**src/rtl/serial_tx_buff_pkg.sv**
```systemverilog
// serial_tx_buff_pkg
// Shared definitions for the serial link. The transmitter (serial_tx_buff) and
// the receiver side both import this package so the FSM encoding and the
// default frame width stay in one place.
//   NDATA_DEFAULT : default frame width in bits
//   tx_state_t    : serializer FSM states (IDLE, SHIFT)
package serial_tx_buff_pkg;

  localparam int NDATA_DEFAULT = 128;

  typedef enum logic {
    IDLE  = 1'b0,
    SHIFT = 1'b1
  } tx_state_t;

endpackage : serial_tx_buff_pkg

```
**src/rtl/serial_tx_buff_piso.sv**
```systemverilog
// piso_reg
// Parallel-in / serial-out register. The load has priority over the shift.
// Shifting is to the left with zero fill, so the serial bit is q[W-1].
// Ports:
//   clk : clock, rising edge
//   rst : asynchronous clear, active low
//   ld  : parallel load of d
//   sh  : shift left by one
//   d   : parallel data in
//   q   : register contents
module piso_reg #(
  parameter int W = 8
) (
  input  logic         clk,
  input  logic         rst,
  input  logic         ld,
  input  logic         sh,
  input  logic [W-1:0] d,
  output logic [W-1:0] q
);

  always_ff @(posedge clk or negedge rst) begin
    if (!rst) begin
      q <= '0;
    end else if (ld) begin
      q <= d;
    end else if (sh) begin
      q <= {q[W-2:0], 1'b0};
    end
  end

endmodule : piso_reg

```
**src/rtl/serial_tx_buff.sv**
```systemverilog
// serial_tx_buff
// Double-buffered parallel-to-serial transmitter. One frame can wait in a
// holding register while the previous frame shifts out, so consecutive frames
// leave back to back without idle bits. Data goes out MSB first, one bit per
// clk with ena=1.
// Ports:
//   clk    : clock, rising edge
//   rst    : asynchronous reset, active low
//   din    : parallel frame to transmit
//   load   : din valid (write strobe)
//   ready  : holding register empty, load will be accepted
//   ena    : bit strobe, one serial bit advances per clk with ena=1
//   dout   : serial data (0 while idle)
//   cntout : index of the bit currently on dout, 0 = MSB
//   busy   : a frame is being shifted (FSM is in SHIFT)
//   done   : one-cycle pulse after the final bit of a frame is consumed
//
// Handshake: a frame is transferred on a rising clk edge where load=1 and
// ready=1. ready depends only on internal state (never on load), and a load
// presented while ready=0 is dropped, not held off.
module serial_tx_buff
  import serial_tx_buff_pkg::*;
#(
  parameter  int NDATA     = NDATA_DEFAULT,
  localparam int NDATA_LOG = $clog2(NDATA)
) (
  input  logic                 clk,
  input  logic                 rst,
  input  logic [NDATA-1:0]     din,
  input  logic                 load,
  output logic                 ready,
  input  logic                 ena,
  output logic                 dout,
  output logic [NDATA_LOG-1:0] cntout,
  output logic                 busy,
  output logic                 done
);

  localparam logic [NDATA_LOG-1:0] CNT_LAST = NDATA_LOG'(NDATA - 1);

  tx_state_t            state_q, state_d;
  logic [NDATA_LOG-1:0] cnt_q, cnt_d;
  logic                 done_q, done_d;
  logic [NDATA-1:0]     hold_q;
  logic                 hold_valid;
  logic                 hold_take;
  logic                 load_acc;
  logic                 piso_ld, piso_sh;
  logic [NDATA-1:0]     shift_q;

  // Holding register. A capture and a take can never coincide: capture needs
  // hold_valid=0, take needs hold_valid=1.
  assign ready    = !hold_valid;
  assign load_acc = load && !hold_valid;

  always_ff @(posedge clk or negedge rst) begin
    if (!rst) begin
      hold_q     <= '0;
      hold_valid <= 1'b0;
    end else if (load_acc) begin
      hold_q     <= din;
      hold_valid <= 1'b1;
    end else if (hold_take) begin
      hold_valid <= 1'b0;
    end
  end

  // FSM state, bit counter and done pulse registers.
  always_ff @(posedge clk or negedge rst) begin
    if (!rst) begin
      state_q <= IDLE;
      cnt_q   <= '0;
      done_q  <= 1'b0;
    end else begin
      state_q <= state_d;
      cnt_q   <= cnt_d;
      done_q  <= done_d;
    end
  end

  always_comb begin
    state_d   = state_q;
    cnt_d     = cnt_q;
    done_d    = 1'b0;
    piso_ld   = 1'b0;
    piso_sh   = 1'b0;
    hold_take = 1'b0;
    case (state_q)
      IDLE: begin
        // ena is irrelevant here; a pending frame starts on its own.
        if (hold_valid) begin
          piso_ld   = 1'b1;
          hold_take = 1'b1;
          cnt_d     = '0;
          state_d   = SHIFT;
        end
      end
      SHIFT: begin
        if (ena) begin
          if (cnt_q == CNT_LAST) begin
            done_d = 1'b1;
            cnt_d  = '0;
            if (hold_valid) begin
              // Chain straight into the next frame: no idle bit in between.
              piso_ld   = 1'b1;
              hold_take = 1'b1;
            end else begin
              state_d = IDLE;
            end
          end else begin
            piso_sh = 1'b1;
            cnt_d   = cnt_q + 1'b1;
          end
        end
      end
      default: begin
        state_d = IDLE;
        cnt_d   = '0;
      end
    endcase
  end

  piso_reg #(
    .W (NDATA)
  ) u_piso (
    .clk (clk),
    .rst (rst),
    .ld  (piso_ld),
    .sh  (piso_sh),
    .d   (hold_q),
    .q   (shift_q)
  );

  assign busy   = (state_q == SHIFT);
  assign dout   = busy ? shift_q[NDATA-1] : 1'b0;
  assign cntout = cnt_q;
  assign done   = done_q;

endmodule : serial_tx_buff

```
**config.mk**
```make
export PLATFORM = sky130hd
export DESIGN_NAME = serial_tx_buff
export DESIGN_NICKNAME = d
export VERILOG_FILES = /design/src/rtl/serial_tx_buff_pkg.sv /design/src/rtl/serial_tx_buff_piso.sv /design/src/rtl/serial_tx_buff.sv
export SDC_FILE = /design/constraint.sdc
export NUM_CORES = 1
export LEC_CHECK = 0
export BUFFER_PORTS_ARGS = -buffer_cell sky130_fd_sc_hd__buf_2
export CORE_MARGIN = 8
export CORE_UTILIZATION = 50
export CTS_CLUSTER_DIAMETER = 80
export DETAILED_ROUTE_END_ITERATION = 10
export GPL_ROUTABILITY_DRIVEN = 1
export PLACE_DENSITY = 0.72
export REMOVE_ABC_BUFFERS = 1
export SYNTH_ARGS = -nofsm -noshare
export SYNTH_HDL_FRONTEND = slang
export SYNTH_SLANG_ARGS = --single-unit
```
**constraint.sdc**
```tcl
create_clock -name clk -period 1.81 [get_ports clk]
set_clock_uncertainty 0.05 [all_clocks]
set_input_delay 0.4525 -clock clk [delete_from_list [all_inputs] [get_ports clk]]
set_output_delay 0.4525 -clock clk [all_outputs]
set_load 0.05 [all_outputs]
```
; Word level (Yosys, flattened, before mapping)
; Cells that the tools add are included.
[classes]
add_sub_neg = 1
eq_ne = 3
mux = 22
bitwise = 1
n_reduce_logical = 5
[ops]
columns = cell, n
row1 = $mux 128, 2
row2 = $mux 7, 3
row3 = $mux 1, 14
row4 = $pmux 7 s2, 1
row5 = $add 7x1->7 const B, 1
row6 = $eq 7x7->1 const B, 1
row7 = $ne 2x2->1 const B, 2
row8 = $pmux 1 s2, 2
row9 = $reduce_bool 2->1, 2
row10 = $reduce_and 2->1, 1
row11 = $logic_and 1x1->1, 1
row12 = $logic_not 1->1, 1
row13 = $not 1->1, 1
[totals]
register_bits = 266
in_bits = 132
output_inout_bits = 11
word_cells = 38

; Logic depth before layout (Yosys ltp)
[logic_depth]
ltp_word = 6
ltp_mapped = 8
mapped_depth_nobuf = 5

; Modules after synthesis
; Synthesis repeated with hierarchy kept, for this count alone.
[hier_totals]
cells_unflattened = 882
hier_area_um2 = 11267.1
[modules_own_cells]
columns = mod, instances, cells_each, area_each_um2, seq_area_each_um2
row1 = piso_reg, 1, 554, 5954.5, 3203.1
row2 = serial_tx_buff, 1, 328, 5312.6, 3453.3

; Least setup slack after synthesis
; OpenSTA, ideal clock, no wires.
[synth_path]
kind = reg-to-reg
startpoint = reg cnt_q[0] (netlist: cntout[0])
endpoint = reg u_piso.q[100]
setup_time_ns = 0.123
arrival_ns = 2.073
required_ns = 1.637
setup_slack_ns = -0.436
path_stages_with_launch = 9
n_path_buf = 3
synth_period_minus_slack_ns = 2.246
path_cell_list = dfrtp_1 ha_1 nand3_1 nor2_2 a211oi_1 buf_2 buf_4 buf_4 o221a_2
[synth_via]
elab_chain_len = 5
elab_cells_between_ends = 9
cone_classes = eq/ne (1) / mux (7) / reduce/logical (1)
[synth_rtl]
columns = item, line_no
row1 = "start, declared", serial_tx_buff.sv:42  ; logic [NDATA_LOG-1:0] cnt_q, cnt_d;
row2 = "start signal, assigned", serial_tx_buff.sv:76  ; cnt_q <= cnt_d;
row3 = $eq 7x7->1 (*), serial_tx_buff.sv:100  ; if (cnt_q == CNT_LAST) begin
row4 = $mux 1, serial_tx_buff.sv:100
row5 = $mux 1, serial_tx_buff.sv:99  ; if (ena) begin
row6 = $pmux 1 s2 / $mux 1 (equally long branches), serial_tx_buff.sv:88  ; case (state_q)
row7 = $mux 128 / $reduce_bool 2->1 (equally long branches), --
row8 = "end signal, assigned", serial_tx_buff_piso.sv:28  ; q <= {q[W-2:0], 1'b0};
row9 = "end, declared", serial_tx_buff_piso.sv:19  ; output logic [W-1:0] q
; Mark *: on every way between the ends. The rest lies on a longest branch, timed or not.
; A chain may end at the register's enable or synchronous reset.

; Final worst setup path
[layout_path]
startpoint = reg cnt_q[0] (netlist: cntout[0])
endpoint = reg u_piso.q[21]
; Same word-level chain as after synthesis.

==> key figures <==
Run status
  • Result of the run: finished with violations
  • Violations in the final reports: negative setup slack

STA
  • Sum Neg Setup Slack: -0.850 ns
  • Tightest hold margin: 0.0966 ns
  • Number of hold-slack violations in the final timing report: 0
  • F_max: 544 MHz
  • Slew HR: 66.8%
  • PnR worst setup slack: -0.0269 ns
  • Pin slew with the least headroom to its limit: 0.498 ns
  • Setup Viol. Count Final: 77
  • Total count of max-transition violations in the final report: 0
  • Final cycle utilization of the critical path: 101%
  • Final critical path time including I/O delays and setup: 1.84 ns
  • Unrepaired setup endpoints after global routing: true

Routing
  • DRC Markers: 0
  • Vias post-DR: 7004
  • Antenna violation net count after detailed routing: 0
  • Number of detailed-routing iterations run before antenna repair: 5
  • Routed Wire Length: 24.3 mm
  • Average routed wire per standard cell: 19.4 um
  • Routed via count divided by cell count: 5.59
  • Iteration-0 DRC Markers: 392

Worst hold path
  • Worst min path class: input port to register
  • Launch instance of the worst min-delay path: din[124]
  • End point of the worst hold path: hold_q[124]$_DFFE_PN0P_
  • Cells on Worst Hold Path: 2

Floorplan
  • Die height: 164 um
  • Top-level port count: 143
  • Full die area: 27000 um^2
  • Width of the die: 164 um
  • Core area: 21700 um^2
  • Initial core utilization: 50.8%
  • Std cell rows: 54

Global route
  • Global routing usage on met2: 28.9%
  • First-pass GRT wire length: 38.7 mm
  • Initial antenna violation count: 2
  • Vias in the first global route: 7595
  • Pin count of the biggest net entering global routing: 54
  • Global Route met1 Usage: 23.6%
  • GR met3 Demand/Resource: 3.04%
  • Global-route layer with the greatest usage: met2
  • GRT overflow: 0
  • Overall track demand over capacity in global routing: 17.4%

Setup path
  • Terminus of the critical flop-to-flop path: u_piso.q[21]$_DFFE_PN0P_
  • Origin of the critical flop-to-flop path: cntout[0]$_DFFE_PN0P_
  • Highest net fanout along the worst path: 9
  • Arrival time at the worst endpoint: 2.20 ns
  • Nature of the critical path endpoint: register
  • Worst reg-to-reg setup slack: -0.03 ns
  • Startpoint types: register
  • Worst Path Required: 2.17 ns
  • Cell count of the worst reg-to-reg path: 8
  • Startpoint of the worst setup timing path: cntout[0]$_DFFE_PN0P_
  • Critical path class: register to register

Placed design
  • Post-DP HPWL: 15.4 mm
  • Global placer's final weighted congestion: 0.778
  • Worst slack after detailed placement: -0.0883 ns
  • Count of input and output buffers: 142
  • Cell total after placement: 1181
  • Post-placement cell area: 12500 um^2

Clock tree
  • Worst-path clk slew: 0.06 ns
  • Num Clock Sinks: 266
  • CTS tree: done
  • Number of buffers created by CTS: 28
  • Maximum clock path buffer count: 3
  • Number of H-tree levels: 1
  • Latest clock arrival within the worst-skew pair: 0.53 ns
  • Cell at the root of the clock tree: sky130_fd_sc_hd__clkbuf_16

Finish
  • Area taken by multi-input logic gates: 4110 um^2
  • Reg area: 6660 um^2
  • Post-route core utilization: 64.2%
  • Share of layout cells above drive strength 1: 54.2%
  • Area of all placed cells without fillers: 13900 um^2
  • Layout Cells excl Fill: 1253
  • Final layout net count: 1086
  • Fill cells: 1635
  • Area added between synthesis and finish: 26.5%

Power
  • PwrDens: 1360 nW/um^2
  • Pint: 14.1 mW
  • Net switching power: 4.84 mW
  • Maximum vdd drop: 855 uV
  • Part of the power in combinational logic: 22.0%
  • Switching share of power: 25.5%
  • Pleak: 5.52 nW
  • Register share of total power: 48.3%
  • Post-layout power: 19.0 mW
  • Clock power frac: 29.7%

Logic synthesis
  • Synth Area per Inst: 14.4 um^2
  • Number of register bits inferred by synthesis: 266
  • Count of cell types in the netlist: 32
  • Part of the Yosys area used for sequential elements: 60.5%
  • Cells after synthesis: 766
  • Number of flops mapped to enable cells by yosys: 0
  • Asr flop ratio synth: 100%
  • Most used flip-flop cell after synthesis: sky130_fd_sc_hd__dfrtp_1
  • Ys Warns: 0
  • Cell area after technology mapping: 11000 um^2

Job
  • Max cap viols: 0
power groups by stage:
stage          clock network [mW]  registers, mW  logic, mW
2_1_floorplan                   0           9.06       2.95
3_3_place_gp                    0           9.19       3.86
5_1_grt                      6.02           9.45       4.52
6_report                     5.63           9.17       4.18
4_1_cts                      5.76           9.16       4.15
3_5_place_dp                    0           9.23       4.04
placed cells by master (no fill, tap or decap), drive strengths merged, types with 2 or more instances in the layout:
cell type  instances
a21o               2
o221a            127
o21ai              9
o21a               2
nand2b           130
nor2b              2
a21boi             2
nand3              5
nor2               9
dfrtp            266
buf              205
clkinv             5
nand2             10
clkbuf            50
a21oi              2
mux2             129
critical path, cell delays in order, from the launching register on:
cell and delay, ns:
sky130_fd_sc_hd__dfrtp_1 0.39, sky130_fd_sc_hd__ha_4 0.18, sky130_fd_sc_hd__nand4_4 0.12, sky130_fd_sc_hd__o32ai_4 0.32, sky130_fd_sc_hd__buf_12 0.16, sky130_fd_sc_hd__buf_6 0.15
sky130_fd_sc_hd__clkbuf_16 0.17, sky130_fd_sc_hd__nand2b_1 0.06, sky130_fd_sc_hd__o221a_2 0.12
layer usage:
| metal | vias to the layer above | wire (um) | share of wire (%) |
|---|---|---|---|
| met2 | 124 | 11900 | 49 |
| met3 | 29 | 881 | 3.6 |
| met1 | 3624 | 11100 | 46 |
| met4 | 2 | 403 | 1.7 |
| met5 | - | 13 | 0.054 |
| li1 | 3225 | - | - |
worst max path at each step:
stage | end | cells after the start
finish | u_piso.q[21]$_DFFE_PN0P_ | 8
global route | u_piso.q[11]$_DFFE_PN0P_ | 8
CTS | ready | 2
detailed placement | u_piso.q[64]$_DFFE_PN0P_ | 7
global placement | u_piso.q[95]$_DFFE_PN0P_ | 7
floorplan | u_piso.q[100]$_DFFE_PN0P_ | 3
cell usage after synthesis (all sizes together) (2+ instances only):
| cell type | number | area [um^2] |
|---|---|---|
| clkbuf | 11 | 41.3 |
| dfrtp | 266 | 6660 |
| o21a | 2 | 15.0 |
| nand2b | 130 | 813 |
| a21o | 2 | 15.0 |
| nor2 | 9 | 36.3 |
| a21oi | 2 | 10.0 |
| nor2b | 2 | 12.5 |
| nand3 | 5 | 25.0 |
| o21ai | 9 | 45.0 |
| buf | 47 | 285 |
| nand2 | 10 | 37.5 |
| o221a | 127 | 1430 |
| a21boi | 2 | 15.0 |
| mux2 | 129 | 1450 |
kinds of logic after synthesis:
logic type,Yosys count,share of synthesized area [%]
flops,266,60.5
simple gates,162,8.80
compound gates,149,14.4
mux,129,13.2
buf+inv,59,3.00
fa+ha+maj,1,0.114
state kept, by name, summed over array words and instances (netlist names):
signal,count
hold_valid,1
hold_q,128
busy,1
cntout,7
done,1
u_piso.q,128
repair_timing:
| action | CTS | global route |
|---|---|---|
| hold endpoints to repair | 44 | 0 |
| cloned | 2 | 9 |
| hold buffers | 1 | 0 |
| resized for setup | 17 | 19 |
| setup endpoints to repair | 122 | 133 |
| buffers inserted | 8 | 2 |
| pin swaps | 4 | 2 |
final cells by class:
| cell class | instances | share of cell area [%] |
|---|---|---|
| Clock buffer | 42 | 6.06 |
| Inverter | 1 | 0.0629 |
| Antenna cell | 1 | 0.0180 |
| Timing Repair Buffer | 215 | 13.5 |
| Multi-Input combinational cell | 441 | 29.5 |
| Tap cell | 280 | 2.52 |
| Sequential cell | 266 | 47.8 |
| Clock inverter | 7 | 0.476 |
Power figures use the tool's default switching activity.
